==> config.mk <==
export PLATFORM = sky130hd
export DESIGN_NAME = mem_ctrl
export DESIGN_NICKNAME = d
export VERILOG_FILES = /design/src/rtl/mem_ctrl_pkg.sv /design/src/rtl/mem_ctrl.sv
export SDC_FILE = /design/constraint.sdc
export NUM_CORES = 1
export LEC_CHECK = 0
export ABC_CLOCK_PERIOD_IN_PS = 5400
export BUFFER_PORTS_ARGS = -buffer_cell sky130_fd_sc_hd__buf_4
export CAP_MARGIN = 20
export CORE_MARGIN = 2
export CORE_UTILIZATION = 23
export DETAILED_ROUTE_END_ITERATION = 16
export SYNTH_ARGS = -nofsm -noshare
export SYNTH_HDL_FRONTEND = slang
export SYNTH_SLANG_ARGS = --single-unit
==> constraint.sdc <==
create_clock -name clk_in -period 5.4 [get_ports clk_in]
set_clock_uncertainty 0.1 [all_clocks]
set_input_delay 1.35 -clock clk_in [delete_from_list [all_inputs] [get_ports clk_in]]
set_output_delay 1.35 -clock clk_in [all_outputs]
set_load 0.005 [all_outputs]
==> src/rtl/mem_ctrl_pkg.sv <==
// Shared definitions for the memory controller: FSM encoding, I/O window and
// transfer-size limits.
package mem_ctrl_pkg;

  typedef enum logic [2:0] {
    IDLE    = 3'd0,
    FETCH   = 3'd1,
    LOAD    = 3'd2,
    STORE   = 3'd3,
    IO_WAIT = 3'd4
  } state_e;

  localparam logic [1:0] IO_ADDR_HI = 2'b11;
  localparam int         MAX_BYTES  = 4;

  // Only 1/2/4-byte transfers exist; anything else is widened to a full word.
  function automatic logic [2:0] size_dec(input logic [2:0] s);
    return (s == 3'd1 || s == 3'd2) ? s : 3'(MAX_BYTES);
  endfunction

endpackage

==> src/rtl/mem_ctrl.sv <==
// Byte-serial memory controller arbitrating instruction fetch and LSB traffic.
// The RAM read port has one edge of latency and stalls with rdy_in like the core.
module mem_ctrl
  import mem_ctrl_pkg::*;
(
  input  logic        clk_in,
  input  logic        rst_in,
  input  logic        rdy_in,
  input  logic        io_buffer_full,
  input  logic [7:0]  mem_din,
  output logic [7:0]  mem_dout,
  output logic [31:0] mem_a,
  output logic        mem_wr,
  input  logic        en_signal_from_fetcher,
  input  logic [31:0] pc_from_fetcher,
  input  logic        drop_flag_from_fetcher,
  output logic [31:0] inst_to_fetcher,
  output logic        ok_flag_to_fetcher,
  input  logic        en_signal_from_lsb,
  input  logic        wr_flag_from_lsb,
  input  logic [31:0] addr_from_lsb,
  input  logic [2:0]  size_from_lsb,
  input  logic [31:0] data_from_lsb,
  output logic [31:0] data_to_lsb,
  output logic        ok_flag_to_lsb,
  input  logic        rollback_flag_from_rob
);

  state_e      state_q, state_d;
  logic [2:0]  cnt_q, len_q;
  logic        f_vld_q, l_vld_q, l_wr_q, mem_wr_q;
  logic [31:0] f_pc_q, l_addr_q, l_data_q, acc_q, st_q;
  logic [2:0]  l_size_q;

  // Effective request: a pulse this cycle overrides the held slot, so a
  // request can be started from IDLE on the edge that samples it.
  logic        kill_f, l_squash, f_req, l_req, l_wr, l_io;
  logic [31:0] f_pc, l_addr, l_data;
  logic [2:0]  l_len;

  assign kill_f   = drop_flag_from_fetcher | rollback_flag_from_rob;
  assign l_squash = rollback_flag_from_rob & ~l_wr_q;
  assign f_req    = en_signal_from_fetcher | (f_vld_q & ~kill_f);
  assign l_req    = en_signal_from_lsb | (l_vld_q & ~l_squash);
  assign f_pc     = en_signal_from_fetcher ? pc_from_fetcher : f_pc_q;
  assign l_wr     = en_signal_from_lsb ? wr_flag_from_lsb : l_wr_q;
  assign l_addr   = en_signal_from_lsb ? addr_from_lsb : l_addr_q;
  assign l_data   = en_signal_from_lsb ? data_from_lsb : l_data_q;
  assign l_len    = size_dec(en_signal_from_lsb ? size_from_lsb : l_size_q);
  assign l_io     = (l_addr[17:16] == IO_ADDR_HI);

  assign mem_wr   = mem_wr_q & rdy_in;

  logic rd_st, start_l, start_f, abort, rd_issue, rd_sample, rd_done;
  logic st_go, st_issue, st_done;

  // Read pipeline: at the edge where cnt == k, address base+k goes out
  // (k < len) and byte k-2 arrives (k >= 2); the last byte lands at k == len+1.
  always_comb begin
    rd_st     = (state_q == FETCH) || (state_q == LOAD);
    start_l   = (state_q == IDLE) && l_req;
    start_f   = (state_q == IDLE) && !l_req && f_req;
    abort     = ((state_q == FETCH) && kill_f) ||
                ((state_q == LOAD) && rollback_flag_from_rob);
    rd_issue  = rd_st && !abort && (cnt_q < len_q);
    rd_sample = rd_st && !abort && (cnt_q >= 3'd2);
    rd_done   = rd_st && !abort && (cnt_q == len_q + 3'd1);
    st_go     = ((state_q == IO_WAIT) && !io_buffer_full) ||
                (start_l && l_wr && !(l_io && io_buffer_full));
    st_issue  = (state_q == STORE) && (cnt_q < len_q);
    st_done   = (state_q == STORE) && (cnt_q == len_q);
  end

  always_comb begin
    state_d = state_q;
    case (state_q)
      IDLE:        if (start_l)      state_d = !l_wr ? LOAD : (st_go ? STORE : IO_WAIT);
                   else if (start_f) state_d = FETCH;
      FETCH, LOAD: if (abort || rd_done) state_d = IDLE;
      STORE:       if (st_done) state_d = IDLE;
      IO_WAIT:     if (st_go) state_d = STORE;
      default:     state_d = IDLE;
    endcase
  end

  always_ff @(posedge clk_in or negedge rst_in) begin
    if (!rst_in)     state_q <= IDLE;
    else if (rdy_in) state_q <= state_d;
  end

  // Bytes shift in from the top; the final right shift drops unfilled lanes
  // and zero-extends short loads.
  logic [31:0] rd_word;
  logic [4:0]  rd_sh;
  assign rd_word = {mem_din, acc_q[31:8]};
  assign rd_sh   = {2'(3'd4 - len_q), 3'b000};

  always_ff @(posedge clk_in or negedge rst_in) begin
    if (!rst_in) begin
      cnt_q <= '0; len_q <= '0;
      f_vld_q <= 1'b0; f_pc_q <= '0;
      l_vld_q <= 1'b0; l_wr_q <= 1'b0; l_addr_q <= '0; l_size_q <= '0; l_data_q <= '0;
      acc_q <= '0; st_q <= '0;
      mem_a <= '0; mem_dout <= '0; mem_wr_q <= 1'b0;
      inst_to_fetcher <= '0; ok_flag_to_fetcher <= 1'b0;
      data_to_lsb <= '0; ok_flag_to_lsb <= 1'b0;
    end else if (rdy_in) begin
      ok_flag_to_fetcher <= 1'b0;
      ok_flag_to_lsb     <= 1'b0;
      mem_wr_q           <= 1'b0;

      // A fetch arriving with drop/rollback carries the redirected pc: keep it.
      if (start_f) f_vld_q <= 1'b0;
      else if (en_signal_from_fetcher) begin
        f_vld_q <= 1'b1;
        f_pc_q  <= pc_from_fetcher;
      end else if (kill_f) f_vld_q <= 1'b0;

      if (start_l) l_vld_q <= 1'b0;
      else if (en_signal_from_lsb) begin
        l_vld_q  <= 1'b1;
        l_wr_q   <= wr_flag_from_lsb;
        l_addr_q <= addr_from_lsb;
        l_size_q <= size_from_lsb;
        l_data_q <= data_from_lsb;
      end else if (l_squash) l_vld_q <= 1'b0;

      if (start_l || start_f) begin
        mem_a <= start_l ? l_addr : f_pc;
        len_q <= start_l ? l_len : 3'(MAX_BYTES);
        cnt_q <= 3'd1;
        acc_q <= '0;
        st_q  <= l_data;
      end

      if (rd_st)     cnt_q <= cnt_q + 3'd1;
      if (rd_issue)  mem_a <= mem_a + 32'd1;
      if (rd_sample) acc_q <= rd_word;
      if (rd_done) begin
        if (state_q == FETCH) begin
          inst_to_fetcher    <= rd_word >> rd_sh;
          ok_flag_to_fetcher <= 1'b1;
        end else begin
          data_to_lsb    <= rd_word >> rd_sh;
          ok_flag_to_lsb <= 1'b1;
        end
      end

      if (st_go) begin
        mem_wr_q <= 1'b1;
        mem_dout <= (state_q == IO_WAIT) ? st_q[7:0] : l_data[7:0];
        st_q     <= ((state_q == IO_WAIT) ? st_q : l_data) >> 8;
        cnt_q    <= 3'd1;
      end
      if (st_issue) begin
        mem_wr_q <= 1'b1;
        mem_a    <= mem_a + 32'd1;
        mem_dout <= st_q[7:0];
        st_q     <= st_q >> 8;
        cnt_q    <= cnt_q + 3'd1;
      end
      if (st_done) ok_flag_to_lsb <= 1'b1;
    end
  end

endmodule
==> results of run 1 <==
==> worst register-to-register path, cell delays in order, from the launching register on <==
cell and delay (ns):
dfrtp_1 0.77, or3_1 0.87, nor3_2 0.12, buf_4 0.24, a21oi_2 0.80, nor2_1 0.14, o22a_1 0.24
==> power by group through the flow <==
stage	registers [µW]	clock network [µW]	logic, µW
after floorplan	3310	0	2360
after global placement	3440	0	3550
after detailed placement	3480	0	3620
after CTS	3450	2430	3630
after global routing	3560	2510	3990
final	3460	2370	3610
==> sequential cells by signal (all words and copies together) (netlist names), 3 cells and up <==
name,flops
inst_to_fetcher,32
data_to_lsb,32
cnt_q,3
f_pc_q,32
l_addr_q,32
st_q,32
acc_q,24
l_size_q,3
l_data_q,32
mem_dout,8
state_q,3
len_q,3
mem_a,32
==> per-stage QoR <==
stage | area [µm²] | instances
global placement | 16270 | 2206
finish | 17440 | 2269
detailed placement | 16270 | 2206
CTS | 17430 | 2267
floorplan | 13820 | 1285
global route | 17440 | 2269
==> per-layer routing <==
metal,vias up,track usage,share of wire
li1,5090,-,-
met1,5442,0.1815,0.44
met5,-,0,0.0021
met4,14,0.04613,0.026
met2,317,0.2282,0.47
met3,74,0.03678,0.060
==> logic make-up (layout without fill, tap and decap cells) <==
| family | Yosys count | in the layout | synth area share |
|---|---|---|---|
| mux | 244 | 244 | 0.1905 |
| other cells | 0 | 1 | 0 |
| fa+ha+maj | 7 | 7 | 0.006336 |
| compound gates | 331 | 331 | 0.1600 |
| xor+xnor | 4 | 4 | 0.002535 |
| flops | 274 | 274 | 0.4961 |
| buf+inv | 103 | 313 | 0.03186 |
| simple gates | 322 | 322 | 0.1127 |
==> layout make-up <==
| type | count | area share |
|---|---|---|
| Antenna cell | 1 | 0.0001435 |
| Clock buffer | 47 | 0.05624 |
| Clock inverter | 14 | 0.01026 |
| Inverter | 8 | 0.001722 |
| Multi-Input combinational cell | 908 | 0.3762 |
| Sequential cell | 274 | 0.3931 |
| Tap cell | 773 | 0.05545 |
| Timing Repair Buffer | 244 | 0.1069 |
==> synth_stat cells (3+ instances only) <==
| cell | n | area (µm²) |
|---|---|---|
| nand4_1 | 6 | 37.54 |
| mux2_1 | 29 | 326.6 |
| nand2_1 | 130 | 488.0 |
| a21o_1 | 3 | 22.52 |
| nor2b_1 | 32 | 200.2 |
| and2_1 | 11 | 68.82 |
| o221a_1 | 7 | 78.83 |
| a211oi_1 | 16 | 120.1 |
| nor3b_1 | 3 | 22.52 |
| buf_1 | 6 | 22.52 |
| o22ai_1 | 8 | 50.05 |
| nand2b_1 | 4 | 25.02 |
| a32o_1 | 3 | 30.03 |
| nor3_1 | 8 | 40.04 |
| ha_1 | 7 | 87.58 |
| a31oi_1 | 21 | 131.4 |
| a21oi_1 | 65 | 325.3 |
| inv_1 | 7 | 26.28 |
| o21ai_0 | 87 | 435.4 |
| o221a_2 | 6 | 67.56 |
| a221oi_2 | 3 | 45.04 |
| clkbuf_1 | 48 | 180.2 |
| a2111oi_0 | 16 | 140.1 |
| o22a_1 | 7 | 61.31 |
| o2bb2ai_1 | 8 | 70.07 |
| mux2_2 | 123 | 1385 |
| and4_1 | 4 | 35.03 |
| a211o_1 | 3 | 26.28 |
| and3_1 | 12 | 75.07 |
| buf_2 | 40 | 200.2 |
| o21ai_1 | 30 | 150.1 |
| and3b_1 | 3 | 26.28 |
| nor2_1 | 54 | 202.7 |
| nand3_1 | 39 | 195.2 |
| xnor2_1 | 3 | 26.28 |
| mux2i_1 | 92 | 920.9 |
| nand3b_1 | 3 | 22.52 |
| dfrtp_1 | 274 | 6857 |
| a22o_1 | 24 | 210.2 |
==> how the worst max path moves through the flow <==
stage	to	from
floorplan	mem_wr	rdy_in
global placement	mem_wr	rdy_in
detailed placement	mem_wr	rdy_in
CTS	mem_wr	rdy_in
global route	mem_wr	rdy_in
finish	mem_wr	rdy_in
==> impl_metrics.toml, run 1 <==
[detailed_routing]
vias_per_cell = 4.820
drc = 0
antenna_left = 0
drtPass1Iterations = 4
routedWlPerCell_um = 19.64
num_vias = 10937
postRouteWirelength_um = 44560
drt_iter0_markers = 696

[layout]
final_common_cell = "dfrtp_1"
multi_input_comb_area_mm2 = 0.006561
drive_gt1_frac = 0.2990
syn2layout_area_growth_pct = 26.19
nets = 1593
final_util = 0.2944
nFillCells = 6145
mostFrequentLayoutCells = "dfrtp_1 (274), buf_4 (241), nand2_1 (130)"
register_area_mm2 = 0.006857

[cts]
path_clk_slew_ns = 0.06
clockBufferDepth = 3
clock_sinks = 274
hold_buffers = 0
cts_setup_buffers = 0
htree_levels = 2
cts_tree = "yes"
clockRootBuffer = "clkbuf_16"
cts_resized = 0
cts_buffers = 34
clock_latency_ns = 0.56

[synth]
synth_nets = 1408
yosys_register_bits = 274
synth_cell_types = 70
synth_cells = 1285
ys_seq_area_frac = 0.4961
yosys_warnings = 0
synth_edf_count = 0
synth-main-ff-cell = "dfrtp_1"
syn-cell-area_mm2 = 0.01382
synth_area_per_cell_um2 = 10.76
postSynth.asyncResetShare = 1.000

[worst_setup_path]
arrival_ns = 2.53
critPathKind = "in -> out"
start_kind = "primary input"
crit_fanout = 20
cpPeakStageDelay_ns = 0.42
path_delay_family = "buffers and inverters"
path_cells = "buf_4, clkinv_1, nor2_1, buf_4"
cpMaxStageDelayCell = "clkinv_1"
critPathBufInv = 3
r2r_cells = 6
worst_setup_path_end_kind = "output pin"
r2r_slack_ns = 2.00
rr_endpoint = "mem_a[5]"
crit_top_cell = "buf_4"
path_depth = 4
r2r_start = "state_q[2]"
required_ns = 3.95

[power]
sw_frac_of_total = 0.3716
p_comb_frac = 0.382
pwr-share-clk = 0.251
ir_drop_v = 0.0002722
leakagePower_uw = 0.007810
switching_power_uw = 3505
p_per_area_mw_per_mm2 = 540.8
p_int_uw = 5928
power.total_uw = 9433
sequentialPowerShare = 0.367

[grt]
grt_usage = 0.1405
grt_pass1_wl_um = 68180
grt_start_max_net_pins = 128
antenna_found_initial = 8
grt_pass1_vias = 10945
grt-ovfl-total = 0

[floorplan]
fp.dieArea_mm2 = 0.06207
die_h_um = 249.1
num_rows = 89
start_util = 0.2333
io_pins = 223
core_area_mm2 = 0.05924
die_x_um = 249.1

[timing]
setup_slack_ns = 1.420
maxSlewViolCount = 0
finalHoldViolCount = 0
finalSetupViolCount = 0
rsz0062_at_grt = "no"
holdWs_ns = 0.3757
tightest_slew_ns = 1.101
fin_tns_setup_ns = 0
relSlewSlack = 0.2658
fmaxAchievable_mhz = 251.3
fin_crit_sh = 0.7370
period_needed_ns = 3.980

[run]
cap_viol_max_count = 0

[min_path]
hold_path.startpoint = "st_q[18]"
min_path_type = "reg -> reg"
whs_path_depth = 2
hold-path-endpoint = "st_q[18]"

[placement]
io_buffers = 222
dp_hpwl_um = 32100
place_ws_ns = 1.381
gp_congestion = 0.8435

[outcome]
status = "finished, final reports clean"
No activity file was read; power rests on OpenSTA's default activity.
==> run 2, diff against run 1 <==
Settings changed: ABC_AREA from default to 1, ABC_CLOCK_PERIOD_IN_PS 5400 to 3890.
Clock period 5.4 ns to 3.89 ns, I/O delays scaled along.
==> run 2 against run 1 <==
Register-to-register slack lost 1.1 ns; cell count increased by 39%; hold slack got worse by 0.077 ns; count of clock-buffer cells in the layout increased by 8; first-iteration DRC count increased by 60%; wire length increased by 11%; die area up 9.4%; synthesized cell count grew 61%; clock power is 44% higher; critical path depth up 7; area after synthesis grew 9.5%; largest cell class unchanged.
==> impl_metrics.toml, run 2 <==
[worst_setup_path]
crit_fanout = 32
cpPeakStageDelay_ns = 0.46
worst_setup_path_end_kind = "flop"
required_ns = 4.29
critPathBufInv = 1
arrival_ns = 3.35
rr_endpoint = "cnt_q[2]"
r2r_start = "cnt_q[2]"
start_kind = "flop"
path_delay_family = "simple AND/OR/NAND/NOR gates"
cpMaxStageDelayCell = "dfrtp_1"
crit_top_cell = "nand2_1"
r2r_slack_ns = 0.94
r2r_cells = 11
path_cells = "ha_1, nand2_1, nand2_1, nor2_1, nand2_2, buf_4, nand2_4, nand2_1, nand2_1, nand2_1, nand2_1"
critPathKind = "reg -> reg"

[placement]
io_buffers = 222
dp_hpwl_um = 35820
place_ws_ns = 0.5371
gp_congestion = 0.8572

[power]
sw_frac_of_total = 0.4122
ir_drop_v = 0.0003572
p_comb_frac = 0.395
p_int_uw = 7817
pwr-share-clk = 0.257
switching_power_uw = 5483
leakagePower_uw = 0.009346
p_per_area_mw_per_mm2 = 710.3
sequentialPowerShare = 0.348

[timing]
period_needed_ns = 2.953
fin_tns_setup_ns = 0
tightest_slew_ns = 0.8120
finalHoldViolCount = 0
fmaxAchievable_mhz = 338.6
setup_slack_ns = 0.9369
fin_crit_sh = 0.7592
maxSlewViolCount = 0
relSlewSlack = 0.4586
rsz0062_at_grt = "no"
finalSetupViolCount = 0

[floorplan]
num_rows = 94
fp.dieArea_mm2 = 0.06789
die_h_um = 260.6
start_util = 0.2311
core_area_mm2 = 0.06551
die_x_um = 260.6
io_pins = 223

[layout]
register_area_mm2 = 0.006857
drive_gt1_frac = 0.1703
multi_input_comb_area_mm2 = 0.006857
mostFrequentLayoutCells = "nand2_1 (764), dfrtp_1 (274), buf_4 (247)"
final_common_cell = "nand2_1"
syn2layout_area_growth_pct = 23.68
nets = 2373
nFillCells = 7111

[min_path]
min_path_type = "in -> async"

[synth]
yosys_register_bits = 274
synth_cell_types = 41
synth_top_family_by_area = "simple AND/OR/NAND/NOR gates"
muxShareOfSynthArea = 0.01521
synth_xor_area_frac = 0.005786
synth_area_leader_cell = "dfrtp_1"
synth_cells = 2072
synth_compound_gate_area_share = 0.1258
syn-cell-area_mm2 = 0.01514
synth_top_area_frac = 0.4529
ys_seq_area_frac = 0.4529
synth-simple-area-share = 0.3004
synth_area_per_cell_um2 = 7.306
synth_most_common_cell = "nand2_1"
yosys_warnings = 0
yosys-top-cells-area = "dfrtp_1 (45%), nand2_1 (19%), o21ai_0 (7.6%), inv_1 (5.1%), nand3_1 (4.8%)"
postSynth.asyncResetShare = 1.000
synth-main-ff-cell = "dfrtp_1"
synth_nets = 2195
synth_edf_count = 0
synth_commonest_cells = "nand2_1 (764), dfrtp_1 (274), o21ai_0 (231)"
synth_fa_ha_area_frac = 0.005786

[detailed_routing]
vias_per_cell = 4.421
antenna_left = 0
num_vias = 13899
drc = 0
routedWlPerCell_um = 15.71
postRouteWirelength_um = 49400
drtPass1Iterations = 5
drt_iter0_markers = 1111

[grt]
grt_usage = 0.1456
antenna_found_initial = 3
grt_start_max_net_pins = 79
grt_pass1_wl_um = 77340
grt_pass1_vias = 13069
grt-ovfl-total = 0

[run]
cap_viol_max_count = 0

[cts]
clock_sinks = 274
cts_resized = 0
cts_buffers = 37
clockRootBuffer = "clkbuf_16"
path_clk_slew_ns = 0.06
htree_levels = 2
cts_tree = "yes"
clock_latency_ns = 0.56
hold_buffers = 0
cts_setup_buffers = 0
clockBufferDepth = 3

[outcome]
status = "finished, final reports clean"
## run 2: changes by cell type after synthesis, moves of 20 or more
cell	before	now
a21oi_1	65	11
a22o_1	24	0
inv_1	7	204
mux2_1	29	0
mux2_2	123	0
mux2i_1	92	23
nand2_1	130	764
nand3_1	39	144
nor2_1	54	110
nor2b_1	32	0
o21ai_0	87	231
o21ai_2	0	24
or2_2	1	21
## run 2: metrics by stage
step	hold slack [ns]	instance area (µm²)	instances	total power [µW]	utilization
detailed placement	0.3581	17520	3075	10010	0.2674
CTS	0.2940	18720	3142	13500	0.2857
floorplan	0.3419	15140	2072	7993	-
global route	0.3273	18720	3143	14450	0.2858
finish	0.2986	18720	3144	13300	0.2858
global placement	0.3529	17520	3075	9928	0.2674
## run 2: power by group through the flow
stage	Combinational [µW]	Clock, µW	Sequential (µW)
3_3_place_gp	5270	0	4660
4_1_cts	5350	3510	4640
5_1_grt	6050	3630	4770
6_report	5250	3420	4630
3_5_place_dp	5320	0	4680
2_1_floorplan	3510	0	4490
## run 2: worst max path at each step
stage,slack [ns],start,cells after the start,end
6_report,0.94,cnt_q[2],11,cnt_q[2]
5_1_grt,0.72,cnt_q[2],11,cnt_q[2]
4_1_cts,0.99,cnt_q[2],11,cnt_q[2]
3_5_place_dp,0.54,en_signal_from_lsb,10,cnt_q[2]
3_3_place_gp,0.55,en_signal_from_lsb,10,cnt_q[2]
2_1_floorplan,1.01,rdy_in,5,mem_wr
## run 2: per-layer routing
layer  wire length [µm]  GRT usage  up-vias  share of wire
met5                 13          0        -        0.00026
met4               1058    0.04048        2          0.021
met3               3195    0.02914       70          0.065
met2              21530     0.2214      381           0.44
met1              23610     0.2086     6489           0.48
li1                   -          -     6957              -
## run 2: layout make-up
class                   count  area share
multi-input cells        1471      0.3662
inverters                 216     0.04357
diodes                      2   0.0002673
clock buffers              55     0.05627
flip-flops and latches    274      0.3662
clock inverters            12    0.007752
repair buffers            250      0.1020
well taps                 864     0.05774
## run 2: logic make-up (layout without fill, tap and decap cells)
group | count (synthesis) | after routing
compound gates | 342 | 342
xor+xnor | 10 | 10
fa+ha+maj | 7 | 7
buf+inv | 327 | 533
flops | 274 | 274
mux | 23 | 23
other cells | 0 | 2
simple gates | 1089 | 1089
